==> src/rtl/mips_pkg.sv <==
`default_nettype none
// +----------------------------------------------------------------------+
// | mips_pkg : fetch state encoding, opcode and address constants        |
// | Revision : 1.0                                                       |
// +----------------------------------------------------------------------+
package mips_pkg;

  typedef enum logic [1:0] {
    S_FETCH = 2'd0,
    S_EXEC  = 2'd1,
    S_HALT  = 2'd2
  } fetch_state_e;

  localparam logic [5:0] C_OP_J    = 6'b000010;
  localparam logic [5:0] C_OP_JAL  = 6'b000011;
  localparam logic [5:0] C_OP_BEQ  = 6'b000100;
  localparam logic [5:0] C_OP_BNE  = 6'b000101;
  localparam logic [5:0] C_OP_BLEZ = 6'b000110;

  localparam logic [31:0] C_RESET_PC   = 32'h0000_0000;
  localparam logic [31:0] C_INT_VECTOR = 32'h0000_0080;

endpackage
`default_nettype wire

==> src/rtl/fetch_unit_if.sv <==
`default_nettype none
// +----------------------------------------------------------------------+
// | fetch_unit_if : instruction-memory req/ack bus                       |
// | Revision : 1.0                                                       |
// +----------------------------------------------------------------------+
interface fetch_unit_if;
  logic        req;
  logic [31:0] addr;
  logic        ack;
  logic [31:0] rdata;

  modport master (output req, addr, input ack, rdata);
  modport slave  (input req, addr, output ack, rdata);
endinterface
`default_nettype wire

==> src/rtl/fetch_unit_next_pc_sel.sv <==
`default_nettype none
// +----------------------------------------------------------------------+
// | next_pc_sel : combinational next-PC priority select                  |
// | Revision : 1.0                                                       |
// +----------------------------------------------------------------------+
module next_pc_sel
  import mips_pkg::*;
(
  input  logic        branch_i,
  input  logic        branch_eq_i,
  input  logic        branch_leq_i,
  input  logic        jump_i,
  input  logic        jump_reg_i,
  input  logic        exce_ret_i,
  input  logic        cond_eq_i,
  input  logic        cond_leq_i,
  input  logic [31:0] instr_i,
  input  logic [31:0] pc_plus4_i,
  input  logic [31:0] rs_data_i,
  input  logic [31:0] epc_i,
  output logic [31:0] next_pc_o
);

  logic [31:0] w_br_off;
  logic        w_taken;

  always_comb begin
    w_br_off = {{14{instr_i[15]}}, instr_i[15:0], 2'b00};
    // Neither eq nor leq selected means bne.
    w_taken  = branch_i & ((branch_leq_i & cond_leq_i) |
                           (branch_eq_i & cond_eq_i) |
                           (~branch_eq_i & ~branch_leq_i & ~cond_eq_i));
    if (exce_ret_i)      next_pc_o = epc_i;
    else if (jump_reg_i) next_pc_o = rs_data_i;
    else if (jump_i)     next_pc_o = {pc_plus4_i[31:28], instr_i[25:0], 2'b00};
    else if (w_taken)    next_pc_o = pc_plus4_i + w_br_off;
    else                 next_pc_o = pc_plus4_i;
  end

endmodule
`default_nettype wire

==> src/rtl/fetch_unit.sv <==
`default_nettype none
// +----------------------------------------------------------------------+
// | fetch_unit : multi-cycle fetch FSM, PC and EPC owner                 |
// | Optional interrupt entry enabled by macro FETCH_INT_EN               |
// | Revision : 1.0                                                       |
// +----------------------------------------------------------------------+
module fetch_unit
  import mips_pkg::*;
#(
  parameter logic [31:0] RESET_PC = C_RESET_PC
`ifdef FETCH_INT_EN
  , parameter logic [31:0] INT_VECTOR = C_INT_VECTOR
`endif
) (
  input  logic        clk,
  input  logic        rst,
  fetch_unit_if.master imem,
  output logic [31:0] instr,
  output logic [5:0]  op,
  output logic [5:0]  funct,
  output logic        instr_valid,
  output logic [31:0] pc_out,
  output logic [31:0] pc_plus4,
  input  logic        branch,
  input  logic        branch_eq,
  input  logic        branch_leq,
  input  logic        jump,
  input  logic        jump_reg,
  input  logic        sys,
  input  logic        exce_ret,
  input  logic        cond_eq,
  input  logic        cond_leq,
  input  logic [31:0] rs_data,
  input  logic        sys_halt,
`ifdef FETCH_INT_EN
  input  logic        int_req,
  output logic        int_ack,
`endif
  output logic        halted
);

  fetch_state_e state_q;
  logic [31:0]  pc_q;
  logic [31:0]  instr_q;
  logic [31:0]  epc_q;
  logic [31:0]  w_next_pc;
  logic         w_exec;
  logic         w_halt_req;

  assign w_exec     = (state_q == S_EXEC) && !rst;
  assign w_halt_req = sys && sys_halt;

  assign imem.req    = (state_q == S_FETCH) && !rst;
  assign imem.addr   = pc_q;
  assign instr       = instr_q;
  assign op          = instr_q[31:26];
  assign funct       = instr_q[5:0];
  assign instr_valid = w_exec;
  assign halted      = (state_q == S_HALT) && !rst;
  assign pc_out      = pc_q;
  assign pc_plus4    = pc_q + 32'd4;

`ifdef FETCH_INT_EN
  logic ie_q;
  logic w_take_int;
  assign w_take_int = w_exec && int_req && ie_q && !w_halt_req;
  assign int_ack    = w_take_int;
`endif

  next_pc_sel u_next_pc_sel (
    .branch_i     (branch),
    .branch_eq_i  (branch_eq),
    .branch_leq_i (branch_leq),
    .jump_i       (jump),
    .jump_reg_i   (jump_reg),
    .exce_ret_i   (exce_ret),
    .cond_eq_i    (cond_eq),
    .cond_leq_i   (cond_leq),
    .instr_i      (instr_q),
    .pc_plus4_i   (pc_plus4),
    .rs_data_i    (rs_data),
    .epc_i        (epc_q),
    .next_pc_o    (w_next_pc)
  );

  always_ff @(posedge clk) begin
    if (rst) begin
      state_q <= S_FETCH;
      pc_q    <= RESET_PC;
      instr_q <= '0;
      epc_q   <= RESET_PC;
`ifdef FETCH_INT_EN
      ie_q    <= 1'b1;
`endif
    end else begin
      case (state_q)
        S_FETCH: begin
          if (imem.ack) begin
            instr_q <= imem.rdata;
            state_q <= S_EXEC;
          end
        end
        S_EXEC: begin
          state_q <= w_halt_req ? S_HALT : S_FETCH;
`ifdef FETCH_INT_EN
          // Interrupt entry wins over a simultaneous eret re-enable.
          if (w_take_int) begin
            epc_q <= w_next_pc;
            pc_q  <= INT_VECTOR;
            ie_q  <= 1'b0;
          end else begin
            pc_q <= w_next_pc;
            if (exce_ret) ie_q <= 1'b1;
          end
`else
          pc_q <= w_next_pc;
`endif
        end
        S_HALT:  state_q <= S_HALT;
        default: state_q <= S_FETCH;
      endcase
    end
  end

endmodule
`default_nettype wire

==> src/flat_wrapper.sv <==
// flat-port wrapper written by rule: the top's interface ports become plain ports
module fetch_unit_flat import mips_pkg::*;
#(
  parameter logic [31:0] RESET_PC = C_RESET_PC

)
  (clk, rst, instr, op, funct, instr_valid, pc_out, pc_plus4, branch, branch_eq, branch_leq, jump, jump_reg, sys, exce_ret, cond_eq, cond_leq, rs_data, sys_halt, halted, imem_req, imem_addr, imem_ack, imem_rdata);
  fetch_unit_if imem_i ();
  input  logic clk;
  input  logic rst;
  output logic [31:0] instr;
  output logic [5:0] op;
  output logic [5:0] funct;
  output logic instr_valid;
  output logic [31:0] pc_out;
  output logic [31:0] pc_plus4;
  input  logic branch;
  input  logic branch_eq;
  input  logic branch_leq;
  input  logic jump;
  input  logic jump_reg;
  input  logic sys;
  input  logic exce_ret;
  input  logic cond_eq;
  input  logic cond_leq;
  input  logic [31:0] rs_data;
  input  logic sys_halt;
  output logic halted;
  output wire logic [$bits(imem_i.req)-1:0] imem_req;
  output wire logic [$bits(imem_i.addr)-1:0] imem_addr;
  input wire logic [$bits(imem_i.ack)-1:0] imem_ack;
  input wire logic [$bits(imem_i.rdata)-1:0] imem_rdata;
  assign imem_req = imem_i.req;
  assign imem_addr = imem_i.addr;
  assign imem_i.ack = imem_ack;
  assign imem_i.rdata = imem_rdata;
  fetch_unit #(.RESET_PC(RESET_PC)) u_core (.clk(clk), .rst(rst), .imem(imem_i), .instr(instr), .op(op), .funct(funct), .instr_valid(instr_valid), .pc_out(pc_out), .pc_plus4(pc_plus4), .branch(branch), .branch_eq(branch_eq), .branch_leq(branch_leq), .jump(jump), .jump_reg(jump_reg), .sys(sys), .exce_ret(exce_ret), .cond_eq(cond_eq), .cond_leq(cond_leq), .rs_data(rs_data), .sys_halt(sys_halt), .halted(halted));
endmodule
==> config.mk <==
export PLATFORM = sky130hd
export DESIGN_NAME = fetch_unit_flat
export DESIGN_NICKNAME = d
export VERILOG_FILES = /design/src/rtl/mips_pkg.sv /design/src/rtl/fetch_unit_if.sv /design/src/rtl/fetch_unit_next_pc_sel.sv /design/src/rtl/fetch_unit.sv /design/src/flat_wrapper.sv
export SDC_FILE = /design/constraint.sdc
export NUM_CORES = 1
export LEC_CHECK = 0
export CELL_PAD_IN_SITES_DETAIL_PLACEMENT = 2
export CELL_PAD_IN_SITES_GLOBAL_PLACEMENT = 2
export CORE_ASPECT_RATIO = 0.9
export CORE_UTILIZATION = 26
export CTS_CLUSTER_DIAMETER = 60
export DETAILED_ROUTE_END_ITERATION = 12
export GPL_ROUTABILITY_DRIVEN = 0
export PLACE_DENSITY = 0.95
export SYNTH_ARGS = -nofsm -noshare
export SYNTH_HDL_FRONTEND = slang
export SYNTH_SLANG_ARGS = --single-unit
==> constraint.sdc <==
create_clock -name clk -period 5 [get_ports clk]
set_input_delay 0.5 -clock clk [delete_from_list [all_inputs] [get_ports clk]]
set_output_delay 0.5 -clock clk [all_outputs]
set_load 0.05 [all_outputs]
Word level (Yosys, flattened, before mapping)
Index checks and enable logic that the tools add are counted.
- register bits after elaboration: 66
- output and inout bits: 143
- input port bits: 77
- $add $sub $neg: 2
- bitwise gates (word level): 10
- reduce and logical (&&, ||, !) cells: 7
- muxes and demuxes: 7
- equality and inequality tests: 3
- operators with widths (cell ; number):
    32-bit two-way mux ; 4
    32-bit by 3-bit adder with 32-bit output, second input constant ; 1
    32-bit adder ; 1
    2-bit one-hot mux with 3 select lines ; 1
    1-bit AND ; 5
    1-bit logical AND ; 4
    2-bit two-way mux ; 2
    1-bit inverter ; 3
    2-bit by 1-bit equality test with 1-bit output, second input constant ; 1
    2-bit equality test, second input constant ; 1
    2-bit zero test ; 1
    2-bit != test, second input constant ; 1
    1-bit bitwise OR ; 2
    2-bit AND reduction ; 1
    1-bit zero test ; 1

Depth between registers and ports, before layout
- depth after elaboration: 9
- gate-level depth with buffers: 16
- depth with buffers taken out: 15

Modules after synthesis
A second synthesis with hierarchy kept.
- cell total of the unflattened synthesis: 849
- area total of the unflattened synthesis: 5890.6 um^2
- modules (own cells, without submodules) (module ; times used ; cells an instance ; area an instance (um^2) ; sequential area each (um^2)):
    fetch_unit ; 1 ; 422 ; 3184.3 ; 1321.3
    next_pc_sel ; 1 ; 427 ; 2706.3 ; 0.0

Least setup slack after synthesis
No wires, ideal clock.
- kind: reg-to-reg
- start: register u_core.pc_q[2] (netlist: u_core.imem.addr[2])
- end: register u_core.pc_q[31] (netlist: u_core.imem.addr[31])
- arrival time: 4.681 ns
- data required time: 4.913 ns
- clock period less this slack: 4.768 ns
- cell stages (with the launch flop): 15
- setup slack: 0.232 ns
- cell sequence: dfxtp_1 > ha_1 > nand4_1 > nor2_1 > nand2_1 > xnor2_1 > ha_1 > and4_4 > and3_1 > a211o_4 > a32oi_4 > a2111oi_2 > a211oi_2 > xor2_1 > a221oi_2
- word-level cells in the longest chain between the ends: 6
- RTL lines (item ; RTL line ; text):
    from (decl) ; fetch_unit.sv:43 ; logic [31:0] pc_q;
    from (signal assigned) ; fetch_unit.sv:116 ; pc_q <= w_next_pc;
    32-bit by 3-bit adder with 32-bit output ; fetch_unit.sv:61 ; assign pc_plus4 = pc_q + 32'd4;
    net pc_plus4[10] ; flat_wrapper.sv:16 ; output logic [31:0] pc_plus4;
    32-bit adder ; fetch_unit_next_pc_sel.sv:36 ; else if (w_taken) next_pc_o = pc_plus4_i + w_br_off;
    32-bit two-way mux ; fetch_unit_next_pc_sel.sv:36 ;
    32-bit two-way mux ; fetch_unit_next_pc_sel.sv:35 ; else if (jump_i) next_pc_o = {pc_plus4_i[31:28], instr_i[25:0], 2'b00};
    32-bit two-way mux ; fetch_unit_next_pc_sel.sv:34 ; else if (jump_reg_i) next_pc_o = rs_data_i;
    32-bit two-way mux ; fetch_unit_next_pc_sel.sv:33 ; if (exce_ret_i) next_pc_o = epc_i;
The timed path passes the listed nets, and every way through them passes these cells.
A chain may end at the register's enable or synchronous reset.

Worst setup path in the final report
- start: register u_core.pc_q[2] (netlist: u_core.imem.addr[2])
- end: register u_core.pc_q[31] (netlist: u_core.imem.addr[31])
- word-level cells in the longest chain between the ends: 6
- RTL lines (item ; RTL line):
    32-bit by 3-bit adder with 32-bit output * ; fetch_unit.sv:61
    32-bit adder ; fetch_unit_next_pc_sel.sv:36
    32-bit two-way mux ; fetch_unit_next_pc_sel.sv:36
    32-bit two-way mux * ; fetch_unit_next_pc_sel.sv:35
    32-bit two-way mux * ; fetch_unit_next_pc_sel.sv:34
    32-bit two-way mux * ; fetch_unit_next_pc_sel.sv:33
Every way passes the cells marked *; elsewhere a longest branch is shown, timed or not.

==> metrics.yaml <==
critical_path:
  cpPeakStageDelay_ps: 490
  rr_startpoint: "u_core.imem.addr[2]"
  path_cells: "ha_1 > nand4_1 > nor2_1 > buf_4 > and3_1 > xor2_1 > ha_1 > and3_1 > o21ai_0 > a21oi_4 > a32oi_4 > a2111oi_2 > a211oi_2 > xor2_1 > a221oi_2"
  worstRegToRegCells: 15
  start_kind: "flop"
  crit_fanout: 9
  worstReg2RegEnd: "u_core.imem.addr[31]"
  arrival_ps: 4620
  r2r_slack_ps: 650
  cp.required_ps: 5270
  crit_slowest_cell: "dfxtp_1"
  end_kind: "flop"
  worst-setup-path-type: "reg -> reg"
floorplanning:
  dieArea_mm2: 0.02283
  dieHeight_um: 143.4
  io_pins: 220
  initial_utilization_pct: 26.64
  rows: 51
  die_w_um: 159.2
  coreArea_mm2: 0.02170
placed_design:
  placed_area_mm2: 0.007925
  dp_slack_ps: 674.0
  dp_hpwl_um: 22530
  portBuffers: 219
cts:
  clock-sinks: 66
  numCtsBuffers: 9
  cts_tree: "yes"
  clkSlewWorstSetupHoldPaths_ps: 60
  post-cts-setup-buffers: 0
  cts-htree-levels: 3
  postCtsResizedCells: 0
  root_buffer: "clkbuf_16"
  clkLatencyLatePin_ps: 360
  cts_hold_buffers: 0
  cts.path.max_buffers: 2
global_route:
  antenna_found_initial: 0
  grt_pass1_wl_um: 43750
  grt_pass1_vias: 7360
  overflow: 0
  grtUsageTotal_pct: 25.20
  grt_max_degree: 32
yosys:
  ys_warn_count: 0
  synth-seq-cells: 66
  async_flop_share_pct: 0
  synth_area_per_cell_um2: 7.535
  synth-main-ff-cell: "dfxtp_1"
  yosysUniqueCellTypes: 82
  syn_nets: 881
  syn-cell-area_mm2: 0.005779
  synth_seq_area_share_pct: 22.86
  synth-edff-count: 0
  syn_inst: 767
timing:
  clock_skew_ps: 8.412
  grt_setup_unrepaired: "false"
  slew_viol_final: 0
  fin_crit_ps: 4352
  tightestPinTransition_ps: 1136
  finalSetupViolations: 0
  fmax_ghz: 0.2298
  tns_ps: 0
  fin_crit_sh_pct: 87.05
  worst_slack_ps: 647.6
  relSlewSlack_pct: 24.18
  finalHoldViolCount: 0
route:
  vias_per_cell: 5.488
  num_vias: 6739
  drtAntennaViolNets: 0
  wl_um: 28750
  wl_per_cell_um: 23.41
  drc: 0
  drt_pass1_iterations: 5
  drtIter0Drc: 308
power:
  p_comb_share_pct: 30.9
  swShare_pct: 37.42
  leakage_uw: 0.003136
  p_per_area_mw_per_mm2: 221.1
  power.internal_uw: 1138
  seqPwrFrac_pct: 32.4
  clkPwrFrac_pct: 36.7
  p_sw_uw: 680.5
  peakVddDrop_mv: 0.1376
flow_run:
  drv_cap: 0
worst_hold_path:
  hold_class: "reg -> reg"
  hold_depth: 2
  hold_end: "u_core.instr[29]"
  min_from: "u_core.instr[29]"
layout:
  final_cell_mix: "clkdlybuf4s50_1 (218), nand2_1 (120), a21oi_1 (69)"
  areaGrowthSynthToFinish_pct: 42.30
  layout.nets: 1045
  finish.instance_area_mm2: 0.008224
  drive_above_1_share_pct: 7.158
  layout_commonest_cell: "clkdlybuf4s50_1"
status:
  outcome: "complete, no violations"
[cell families after synthesis]
group                      Yosys count  synth area share, %
AOI/OAI and AO/OA                  244                28.71
xor gates and xnor gates            48                7.404
adders and majority gates           37                8.140
buffers and inverters               99                10.31
DFF                                 66                22.86
muxes                                2               0.3680
and+or+nand+nor                    271                22.21
[routing by layer]
layer	wire [um]	part of all wire, %	vias up	GRT usage (%)
met3	2094	7.3	53	7.446
met1	11970	42	3371	29.03
met2	13920	48	260	44.39
met4	764	2.7	0	9.109
li1	-	-	3055	-
met5	0	0	-	0
[worst max-delay path by stage]
stage / cells after the start / end / slack (ps) / start
2_1_floorplan: 14 / u_core.imem.addr[31] / 230 / u_core.imem.addr[2]
3_3_place_gp: 15 / u_core.imem.addr[31] / 1010 / u_core.imem.addr[2]
3_5_place_dp: 15 / u_core.imem.addr[31] / 670 / u_core.imem.addr[2]
4_1_cts: 15 / u_core.imem.addr[31] / 650 / u_core.imem.addr[2]
5_1_grt: 15 / u_core.imem.addr[31] / 440 / u_core.imem.addr[2]
6_report: 15 / u_core.imem.addr[31] / 650 / u_core.imem.addr[2]
[power groups by stage]
stage,sequential (uW),combinational (uW),clock [uW]
floorplan,666,272,0
global placement,598,545,0
detailed placement,600,558,0
CTS,589,563,676
global route,593,594,695
finish,589,563,667
[through the flow]
stage	hold slack, ps	utilization, %	instances	total power (uW)
2_1_floorplan	621.7	-	767	937.5
3_3_place_gp	460.6	36.53	1211	1142
3_5_place_dp	477.7	36.53	1211	1159
4_1_cts	487.9	37.90	1227	1828
5_1_grt	513.5	37.90	1227	1882
6_report	481.6	37.91	1228	1818
[sequential cells by signal (all words and copies together), names as in the netlist]
name / flops
u_core.state_q: 2
u_core.instr: 32
u_core.imem.addr: 32
[cells in the mapped netlist (all sizes together) (9+ instances only)]
master,number,area (um^2)
a211oi,9,77.57
a21o,16,123.9
a21oi,70,361.6
a22oi,19,142.6
a31oi,9,56.30
and3,11,71.31
buf,51,375.3
clkbuf,31,156.4
dfxtp,66,1321
ha,36,450.4
inv,17,63.81
nand2,121,456.7
nand3,27,140.1
nand4,13,81.33
nor2,56,212.7
nor3,12,81.33
o211ai,12,90.09
o21a,10,76.32
o21ai,55,286.5
xnor2,26,235.2
xor2,22,192.7
[final cells by class]
cell class | count | area (um^2)
diodes | 1 | 2.502
clock buffers | 10 | 229.0
clock inverters | 6 | 67.56
fillers | 2526 | 13470
inverters | 17 | 63.81
multi-input cells | 602 | 3869
flip-flops and latches | 66 | 1321
well taps | 291 | 364.1
repair buffers | 235 | 2307
[worst max-delay path, delay by kind of cell (launching register included)]
kind	cells	cell delay (ps)
flops	1	490
fa+ha+maj	2	650
buf+inv	1	220
xor+xnor	2	430
simple gates	4	870
compound gates	6	1590
Note: power is estimated with default switching activity, not from simulation.
